==> src/rtl/sram_arbiter_if.sv <==
// Bundle of requester-side and SRAM-controller-side signals for the arbiter.
// slave: the arbiter's view. master: the environment driving it.
interface sram_arbiter_if #(
    parameter int ADDR_W = 20,
    parameter int DATA_W = 16
);
    logic              rd_req;
    logic [ADDR_W-1:0] rd_addr;
    logic [DATA_W-1:0] rd_data;
    logic              rd_valid;
    logic              wr_req;
    logic [ADDR_W-1:0] wr_addr;
    logic [DATA_W-1:0] wr_data;
    logic              wr_ack;
    logic              start_n;
    logic              rw;
    logic [ADDR_W-1:0] addr_out;
    logic [DATA_W-1:0] data_write;
    logic              ready;
    logic [DATA_W-1:0] data_read;
    logic              busy;
    logic              timeout_err;

    modport slave (
        input  rd_req, rd_addr, wr_req, wr_addr, wr_data, ready, data_read,
        output rd_data, rd_valid, wr_ack, start_n, rw, addr_out, data_write,
               busy, timeout_err
    );

    modport master (
        output rd_req, rd_addr, wr_req, wr_addr, wr_data, ready, data_read,
        input  rd_data, rd_valid, wr_ack, start_n, rw, addr_out, data_write,
               busy, timeout_err
    );
endinterface

==> src/rtl/sram_arbiter.sv <==
// Arbitrates one SRAM controller between a display read port and a write port.
// Writes are only admitted during blanking; reads win ties unless the write
// has been passed over STARVE_MAX times in a row.
//
// state | meaning
// IDLE  | arbitrate; on grant latch address/direction/data
// ISSUE | start_n low for this single cycle
// WAIT  | wait for ready or timeout
module sram_arbiter #(
    parameter int ADDR_W     = 20,
    parameter int DATA_W     = 16,
    parameter int TIMEOUT    = 255,
    parameter int STARVE_MAX = 4
) (
    input logic           CLK,
    input logic           RESET,
    input logic           VGA_BLANK_N,
    sram_arbiter_if.slave bus
);
    localparam int CNT_W    = ($clog2(TIMEOUT + 1) > 8) ? $clog2(TIMEOUT + 1) : 8;
    localparam int STARVE_W = (STARVE_MAX < 1) ? 1 : $clog2(STARVE_MAX + 1);

    typedef enum logic [1:0] {ST_IDLE, ST_ISSUE, ST_WAIT} state_t;

    state_t              state_q, state_d;
    logic                start_n_q, start_n_d;
    logic                rw_q, rw_d;
    logic [ADDR_W-1:0]   addr_q, addr_d;
    logic [DATA_W-1:0]   wdata_q, wdata_d;
    logic [DATA_W-1:0]   rdata_q, rdata_d;
    logic                rd_valid_q, rd_valid_d;
    logic                wr_ack_q, wr_ack_d;
    logic                busy_q, busy_d;
    logic                terr_q, terr_d;
    logic [STARVE_W-1:0] starve_q, starve_d;
    logic [CNT_W-1:0]    wcnt_q, wcnt_d;

    logic rd_elig;
    logic wr_elig;
    logic starved;

    assign rd_elig = bus.rd_req;
    assign wr_elig = bus.wr_req & ~VGA_BLANK_N;
    assign starved = (starve_q == STARVE_W'(STARVE_MAX));

    // Next-state, grant, starvation and timeout logic; all outputs are registered.
    always_comb begin
        state_d    = state_q;
        start_n_d  = 1'b1;
        rw_d       = rw_q;
        addr_d     = addr_q;
        wdata_d    = wdata_q;
        rdata_d    = rdata_q;
        rd_valid_d = 1'b0;
        wr_ack_d   = 1'b0;
        terr_d     = terr_q;
        starve_d   = starve_q;
        wcnt_d     = wcnt_q;

        if (!wr_elig) begin
            starve_d = '0;
        end

        case (state_q)
            ST_IDLE: begin
                if (wr_elig && (!rd_elig || starved)) begin
                    state_d   = ST_ISSUE;
                    start_n_d = 1'b0;
                    rw_d      = 1'b0;
                    addr_d    = bus.wr_addr;
                    wdata_d   = bus.wr_data;
                    starve_d  = '0;
                end else if (rd_elig) begin
                    state_d   = ST_ISSUE;
                    start_n_d = 1'b0;
                    rw_d      = 1'b1;
                    addr_d    = bus.rd_addr;
                    if (wr_elig && !starved) begin
                        starve_d = starve_q + STARVE_W'(1);
                    end
                end
            end
            ST_ISSUE: begin
                state_d = ST_WAIT;
                wcnt_d  = '0;
            end
            ST_WAIT: begin
                if (bus.ready) begin
                    state_d = ST_IDLE;
                    if (rw_q) begin
                        rdata_d    = bus.data_read;
                        rd_valid_d = 1'b1;
                    end else begin
                        wr_ack_d = 1'b1;
                    end
                end else if (wcnt_q == CNT_W'(TIMEOUT - 1)) begin
                    // Abandon without a completion pulse; the still-held request
                    // is simply arbitrated again from IDLE.
                    state_d = ST_IDLE;
                    terr_d  = 1'b1;
                end else begin
                    wcnt_d = wcnt_q + CNT_W'(1);
                end
            end
            default: state_d = ST_IDLE;
        endcase

        busy_d = (state_d != ST_IDLE);
    end

    // State and output registers with asynchronous reset.
    always_ff @(posedge CLK or posedge RESET) begin
        if (RESET) begin
            state_q    <= ST_IDLE;
            start_n_q  <= 1'b1;
            rw_q       <= 1'b1;
            addr_q     <= '0;
            wdata_q    <= '0;
            rdata_q    <= '0;
            rd_valid_q <= 1'b0;
            wr_ack_q   <= 1'b0;
            busy_q     <= 1'b0;
            terr_q     <= 1'b0;
            starve_q   <= '0;
            wcnt_q     <= '0;
        end else begin
            state_q    <= state_d;
            start_n_q  <= start_n_d;
            rw_q       <= rw_d;
            addr_q     <= addr_d;
            wdata_q    <= wdata_d;
            rdata_q    <= rdata_d;
            rd_valid_q <= rd_valid_d;
            wr_ack_q   <= wr_ack_d;
            busy_q     <= busy_d;
            terr_q     <= terr_d;
            starve_q   <= starve_d;
            wcnt_q     <= wcnt_d;
        end
    end

    assign bus.start_n     = start_n_q;
    assign bus.rw          = rw_q;
    assign bus.addr_out    = addr_q;
    assign bus.data_write  = wdata_q;
    assign bus.rd_data     = rdata_q;
    assign bus.rd_valid    = rd_valid_q;
    assign bus.wr_ack      = wr_ack_q;
    assign bus.busy        = busy_q;
    assign bus.timeout_err = terr_q;
endmodule

==> src/flat_wrapper.sv <==
// flat-port wrapper written by rule: the top's interface ports become plain ports
module sram_arbiter_flat 
#(
    parameter int ADDR_W     = 20,
    parameter int DATA_W     = 16,
    parameter int TIMEOUT    = 255,
    parameter int STARVE_MAX = 4
)
  (CLK, RESET, VGA_BLANK_N, bus_rd_req, bus_rd_addr, bus_wr_req, bus_wr_addr, bus_wr_data, bus_ready, bus_data_read, bus_rd_data, bus_rd_valid, bus_wr_ack, bus_start_n, bus_rw, bus_addr_out, bus_data_write, bus_busy, bus_timeout_err);
  sram_arbiter_if #(.ADDR_W(ADDR_W), .DATA_W(DATA_W)) bus_i ();
  input logic CLK;
  input logic RESET;
  input logic VGA_BLANK_N;
  input wire logic [$bits(bus_i.rd_req)-1:0] bus_rd_req;
  input wire logic [$bits(bus_i.rd_addr)-1:0] bus_rd_addr;
  input wire logic [$bits(bus_i.wr_req)-1:0] bus_wr_req;
  input wire logic [$bits(bus_i.wr_addr)-1:0] bus_wr_addr;
  input wire logic [$bits(bus_i.wr_data)-1:0] bus_wr_data;
  input wire logic [$bits(bus_i.ready)-1:0] bus_ready;
  input wire logic [$bits(bus_i.data_read)-1:0] bus_data_read;
  output wire logic [$bits(bus_i.rd_data)-1:0] bus_rd_data;
  output wire logic [$bits(bus_i.rd_valid)-1:0] bus_rd_valid;
  output wire logic [$bits(bus_i.wr_ack)-1:0] bus_wr_ack;
  output wire logic [$bits(bus_i.start_n)-1:0] bus_start_n;
  output wire logic [$bits(bus_i.rw)-1:0] bus_rw;
  output wire logic [$bits(bus_i.addr_out)-1:0] bus_addr_out;
  output wire logic [$bits(bus_i.data_write)-1:0] bus_data_write;
  output wire logic [$bits(bus_i.busy)-1:0] bus_busy;
  output wire logic [$bits(bus_i.timeout_err)-1:0] bus_timeout_err;
  assign bus_i.rd_req = bus_rd_req;
  assign bus_i.rd_addr = bus_rd_addr;
  assign bus_i.wr_req = bus_wr_req;
  assign bus_i.wr_addr = bus_wr_addr;
  assign bus_i.wr_data = bus_wr_data;
  assign bus_i.ready = bus_ready;
  assign bus_i.data_read = bus_data_read;
  assign bus_rd_data = bus_i.rd_data;
  assign bus_rd_valid = bus_i.rd_valid;
  assign bus_wr_ack = bus_i.wr_ack;
  assign bus_start_n = bus_i.start_n;
  assign bus_rw = bus_i.rw;
  assign bus_addr_out = bus_i.addr_out;
  assign bus_data_write = bus_i.data_write;
  assign bus_busy = bus_i.busy;
  assign bus_timeout_err = bus_i.timeout_err;
  sram_arbiter #(.ADDR_W(ADDR_W), .DATA_W(DATA_W), .TIMEOUT(TIMEOUT), .STARVE_MAX(STARVE_MAX)) u_core (.CLK(CLK), .RESET(RESET), .VGA_BLANK_N(VGA_BLANK_N), .bus(bus_i));
endmodule
==> config.mk <==
export PLATFORM = sky130hd
export DESIGN_NAME = sram_arbiter_flat
export DESIGN_NICKNAME = d
export VERILOG_FILES = /design/src/rtl/sram_arbiter_if.sv /design/src/rtl/sram_arbiter.sv /design/src/flat_wrapper.sv
export SDC_FILE = /design/constraint.sdc
export NUM_CORES = 1
export LEC_CHECK = 0
export CORE_MARGIN = 8
export CORE_UTILIZATION = 47
export DETAILED_ROUTE_END_ITERATION = 16
export PLACE_DENSITY_LB_ADDON = 0.05
export RECOVER_POWER = 25
export SYNTH_ARGS = -nofsm -noshare
export SYNTH_HDL_FRONTEND = slang
export SYNTH_SLANG_ARGS = --single-unit
==> constraint.sdc <==
create_clock -name CLK -period 3.75 [get_ports CLK]
set_input_delay 0.75 -clock CLK [delete_from_list [all_inputs] [get_ports CLK]]
set_output_delay 0.75 -clock CLK [all_outputs]
set_load 0.03 [all_outputs]
**After elaboration in Yosys (flattened, before gate mapping)**

Cells that the tools add are included.

- Bitwise logic cells: 3
- Mux-type cells: 26
- Reductions and logical operators: 14
- Div/mod/pow operators: 0
- Add/subtract/negate cells: 2
- Shifts and indexed selects: 0
- Multipliers: 0
- $lt $le $gt $ge: 0
- Equality and inequality tests: 6

Operator list:

| kind | count |
|---|---|
| 20-bit 2-to-1 mux | 2 |
| 8-bit 2-to-1 mux | 2 |
| 8-bit one-hot mux with 2 select lines | 1 |
| 3-bit 2-to-1 mux | 5 |
| 1-bit 2-to-1 mux | 11 |
| 3-bit AND reduction | 3 |
| 8-bit by 1-bit adder with 8-bit output (second input constant) | 1 |
| 8-bit == test (second input constant) | 1 |
| 2-bit 2-to-1 mux | 4 |
| 2-bit one-hot mux with 3 select lines | 1 |
| 2-bit nonzero test | 3 |
| 2-bit inequality test (second input constant) | 2 |
| 2-bit AND reduction | 2 |
| 3-bit by 1-bit adder with 3-bit output (second input constant) | 1 |
| 3-bit == test (second input constant) | 1 |
| 2-bit by 1-bit == test with 1-bit output (second input constant) | 1 |
| 2-bit == test (second input constant) | 1 |
| 1-bit logical AND | 2 |
| 1-bit logical NOT | 2 |
| 2-bit logical NOT | 1 |
| 1-bit NOT | 2 |
| 1-bit AND | 1 |
| 1-bit logical OR | 1 |

- Latch bits: 0
- Logic and storage cells: 63
- Input port bits: 78
- Memory bits (writable): 0
- Memories kept: 0
- Register bits after elaboration: 71
- Output and inout bits: 58
- Bits in read-only memories: 0

**Longest topological paths before layout**

- Depth in word-level cells: 7
- Depth in mapped cells: 6
- Depth with buffers taken out: 5

**Worst setup path before layout**

Ideal clock, no wire load.

- Path kind: input to register
- Start point: input bus_rd_req
- End point: register u_core.wdata_q[0] (netlist: u_core.bus.data_write[0])
- Path slack: 2.008 ns
- Library setup time: 0.125 ns
- Arrival: 1.617 ns
- Buffers on the path: 1
- Stages on the path: 4
- Cells stage by stage: a21bo_2 nand3_2 buf_4 mux2_2

- Cells in the longest elaborated chain, start to end: 4

RTL lines:

| what | line | text |
|---|---|---|
| start: declaration | flat_wrapper.sv:14 | `input wire logic [$bits(bus_i.rd_req)-1:0] bus_rd_req;` |
| 1-bit logical NOT | sram_arbiter.sv:66 | `if (wr_elig && (!rd_elig \|\| starved)) begin` |
| 1-bit logical OR | sram_arbiter.sv:66 |  |
| 1-bit logical AND | sram_arbiter.sv:66 |  |
| 2-bit AND reduction (no source line) | -- |  |
| end signal: assignment | sram_arbiter.sv:131 | `wdata_q <= wdata_d;` |
| end: declaration | sram_arbiter.sv:29 | `logic [DATA_W-1:0] wdata_q, wdata_d;` |

No other way between the ends.
A chain may end at the register's enable or synchronous reset.

**Worst setup path in the final report**

- Start point: input bus_ready
- End point: register u_core.rdata_q[6] (netlist: u_core.bus.rd_data[6])

- Cells in the longest elaborated chain, start to end: 1

RTL lines:

| what | line | text |
|---|---|---|
| start: declaration | flat_wrapper.sv:19 | `input wire logic [$bits(bus_i.ready)-1:0] bus_ready;` |
| 3-bit AND reduction (no source line) | -- |  |
| end signal: assignment | sram_arbiter.sv:132 | `rdata_q <= rdata_d;` |
| end: declaration | sram_arbiter.sv:30 | `logic [DATA_W-1:0] rdata_q, rdata_d;` |

No other way between the ends.

==> qor.csv <==
stage,metric,value,unit
timing,Max Fclk,408,MHz
floorplanning,Row Count,31,
critical_path,crit path capture type,flop,
timing,final worst path period share,0.654,
global_route,antenna violations before repair,0,
cts,clock-pin slew on the worst setup and hold paths,0.07,ns
global_route,gr usage total,0.180,
power,P_leak,2.19,nW
cts,CTS Buf Count,9,
timing,setup TNS,0,ns
floorplanning,IO Pins,136,
cts,CTS tree,yes,
synth,ys async rst share,1.00,
floorplanning,Die H,102,um
synth,Mapped Area,0.00345,mm^2
synth,syn nets,368,
min_path,Worst Hold Depth,1,
placed_design,hpwl dp,6530,um
placed_design,# port buffers,135,
synth,"top cells by area, synth","dfrtp_1 50%, mux2_2 7.5%, a221oi_1 5.1%",
critical_path,Critical R2R Launch,u_core.state_q[0],
run,Max-cap violations,0,
final_layout,antenna cells,0,
synth,Synth area leader,dfrtp_1,
final_layout,Layout fillers,532,
run_status,outcome,finished clean,
floorplanning,Initial Util,0.481,
routing,first drt pass iteration count,4,
global_route,first-pass GRT wire length,14600,um
power,Peak VDD IR,0.000420,V
synth,Yosys reg bits,71,
synth,"Top FF cell, synth",dfrtp_1,
timing,Slew @ Worst Pin,1.25,ns
placed_design,Final GP Congestion,0.786,
timing,Final Slew Violations,0,
synth,register area share after synthesis,0.516,
cts,post-CTS setup buffers,0,
final_layout,final layout net count,496,
global_route,vias in the first global route,2904,
cts,# hold bufs at CTS,0,
timing,Hold Fails Final Rpt,0,
synth,Syn Inst Count,286,
synth,Post-synth EDFFs,0,
routing,Antenna Nets Post-Route,0,
critical_path,Startpoint Class,primary input,
cts,clk_lat worst skew,0.34,ns
routing,drt total wl,9110,um
timing,unrepaired setup endpoints after global routing,no,
floorplanning,die area,0.0103,mm^2
critical_path,crit-path max FO,17,
critical_path,"Data arrival, critical path",2.67,ns
final_layout,FF+latch area,0.00178,mm^2
power,Tot Pwr,3.87,mW
routing,metal3 WL,867,um
global_route,GRT overflow,0,
timing,Worst slew margin,0.166,
timing,final setup fails,0,
critical_path,CP Launch Point,bus_ready,
routing,Vias,2793,
critical_path,Worst R2R Path Depth,3,
power,PwrDens,769,mW/mm^2
floorplanning,Core Box Area,0.00718,mm^2
final_layout,Multi-input gate area,0.00151,mm^2
cts,maximum buffer depth of the clock tree,2,
floorplanning,DIE WIDTH,102,um
routing,vias per cell,5.40,
routing,wl on met1,3810,um
cts,CTS resizes,0,
routing,WL/cell,17.6,um
synth,Yosys top cell area share,0.501,
synth,number of warning messages in the yosys log,0,
cts,CTS Sinks,71,
final_layout,share of cells above drive strength 1,0.141,
cts,Clock H-tree levels,3,
min_path,worst hold path class,reg2reg,
synth,Mapped Avg Cell Area,12.1,um^2
routing,DRC viols,0,
min_path,hold_sp,u_core.bus.timeout_err,
synth,count of cell types in the netlist,44,
cts,Root Buffer,clkbuf_8,
critical_path,Setup CP Type,in2reg,
critical_path,CP required,3.97,ns
timing,"Min Clock Period, post-route",2.45,ns
timing,Clock Skew,0.00916,ns
routing,Iter 0 DRT Violations,88,
routing,routed wl met2,4370,um
routing,highest routed layer,met4,
global_route,largest net degree at the start of global routing,40,
final_layout,Area Growth Syn to Fin,45.9,%
[cells in the mapped netlist, types with 3 or more instances]
cell	n
a221oi_1	20
o211ai_1	3
inv_1	9
dfrtp_1	69
a21oi_1	3
buf_2	5
o21ai_0	22
nand2b_1	3
and3b_1	20
mux2_4	9
mux2i_1	5
nor2b_1	3
nand2_1	12
clkbuf_1	16
a2bb2oi_1	20
nand3_1	5
mux2_2	23
ha_1	4
[state kept, by name, indices dropped and copies added (netlist names)]
| name | count |
|---|---|
| u_core.bus.data_write | 16 |
| u_core.state_q | 2 |
| u_core.bus.timeout_err | 1 |
| u_core.wcnt_q | 8 |
| u_core.bus.rw | 1 |
| u_core.bus.rd_data | 16 |
| u_core.starve_q | 3 |
| u_core.bus.wr_ack | 1 |
| u_core.bus.start_n | 1 |
| u_core.bus.busy | 1 |
| u_core.bus.rd_valid | 1 |
| u_core.bus.addr_out | 20 |
[layer usage]
layer	vias to the layer above	GRT usage
met4	0	0.0481
met1	1362	0.217
li1	1328	-
met3	6	0.0818
met5	-	0
met2	97	0.284
[logic make-up after synthesis]
kind of cell | after synthesis | synth area share
muxes | 37 | 0.129
and+or+nand+nor | 60 | 0.124
AOI/OAI and AO/OA | 81 | 0.174
DFF | 71 | 0.516
adders and majority gates | 4 | 0.0145
buffers and inverters | 33 | 0.0432
[area by class of cell]
class                           count  area share
Tap cell                           99      0.0246
Inverter                            9     0.00671
Multi-Input combinational cell    182       0.300
Clock inverter                      4     0.00945
Clock buffer                       11      0.0261
Timing Repair Buffer              141       0.280
Sequential cell                    71       0.354
[report_power, final]
group	switching, mW	leakage, nW	total [mW]	internal, mW
sequential	0.188	0.855	1.27	1.09
combinational	1.06	1.25	2.01	0.951
clock	0.279	0.0892	0.581	0.302
total	1.53	2.19	3.87	2.34
[critical path, stage by stage]
cell	delay (ns)
dlygate4sd3_1	0.64
nand3_1	0.72
mux2_4	0.56
[stage by stage]
step	instance area (um^2)	instances	utilization	worst slack (ns)	hold WS, ns
2_1_floorplan	3450	286	-	1.21	0.460
3_3_place_gp	4870	502	0.678	1.05	0.450
3_5_place_dp	4870	502	0.678	0.979	0.458
4_1_cts	5040	517	0.703	1.35	0.474
5_1_grt	5030	517	0.701	1.16	0.488
6_report	5030	517	0.701	1.30	0.468
[path summary, 6_finish.rpt]
kind / to / slack [ns]
max: u_core.bus.rd_data[6] / 1.30
min: u_core.bus.timeout_err / 0.47
max reg2reg: u_core.bus.rd_data[6] / 1.59
min reg2reg: u_core.bus.timeout_err / 0.47
max in group asynchronous: u_core.bus.start_n / 1.67
min in group asynchronous: u_core.bus.rd_data[8] / 1.21
[cells in the final DEF, fill, tap and decap left out, types with 2 or more instances in the layout]
cell,n
inv_1,9
nand3_1,6
mux2_2,23
o21ai_1,2
nand2b_1,3
o21ai_0,22
dfrtp_1,69
nor2b_1,3
dfstp_2,2
a2bb2oi_1,20
ha_1,4
and4_1,2
clkinv_2,2
and3b_1,20
nor2_1,2
clkbuf_8,9
clkdlybuf4s50_1,133
mux2_4,9
a221oi_1,20
dlygate4sd3_1,2
a21oi_1,3
a31o_2,2
clkbuf_1,2
mux2i_1,5
o211ai_1,3
o21a_1,2
nand2_1,12
nand4_1,2
and3_1,2
buf_4,5
No activity file was read; power rests on OpenSTA's default activity.
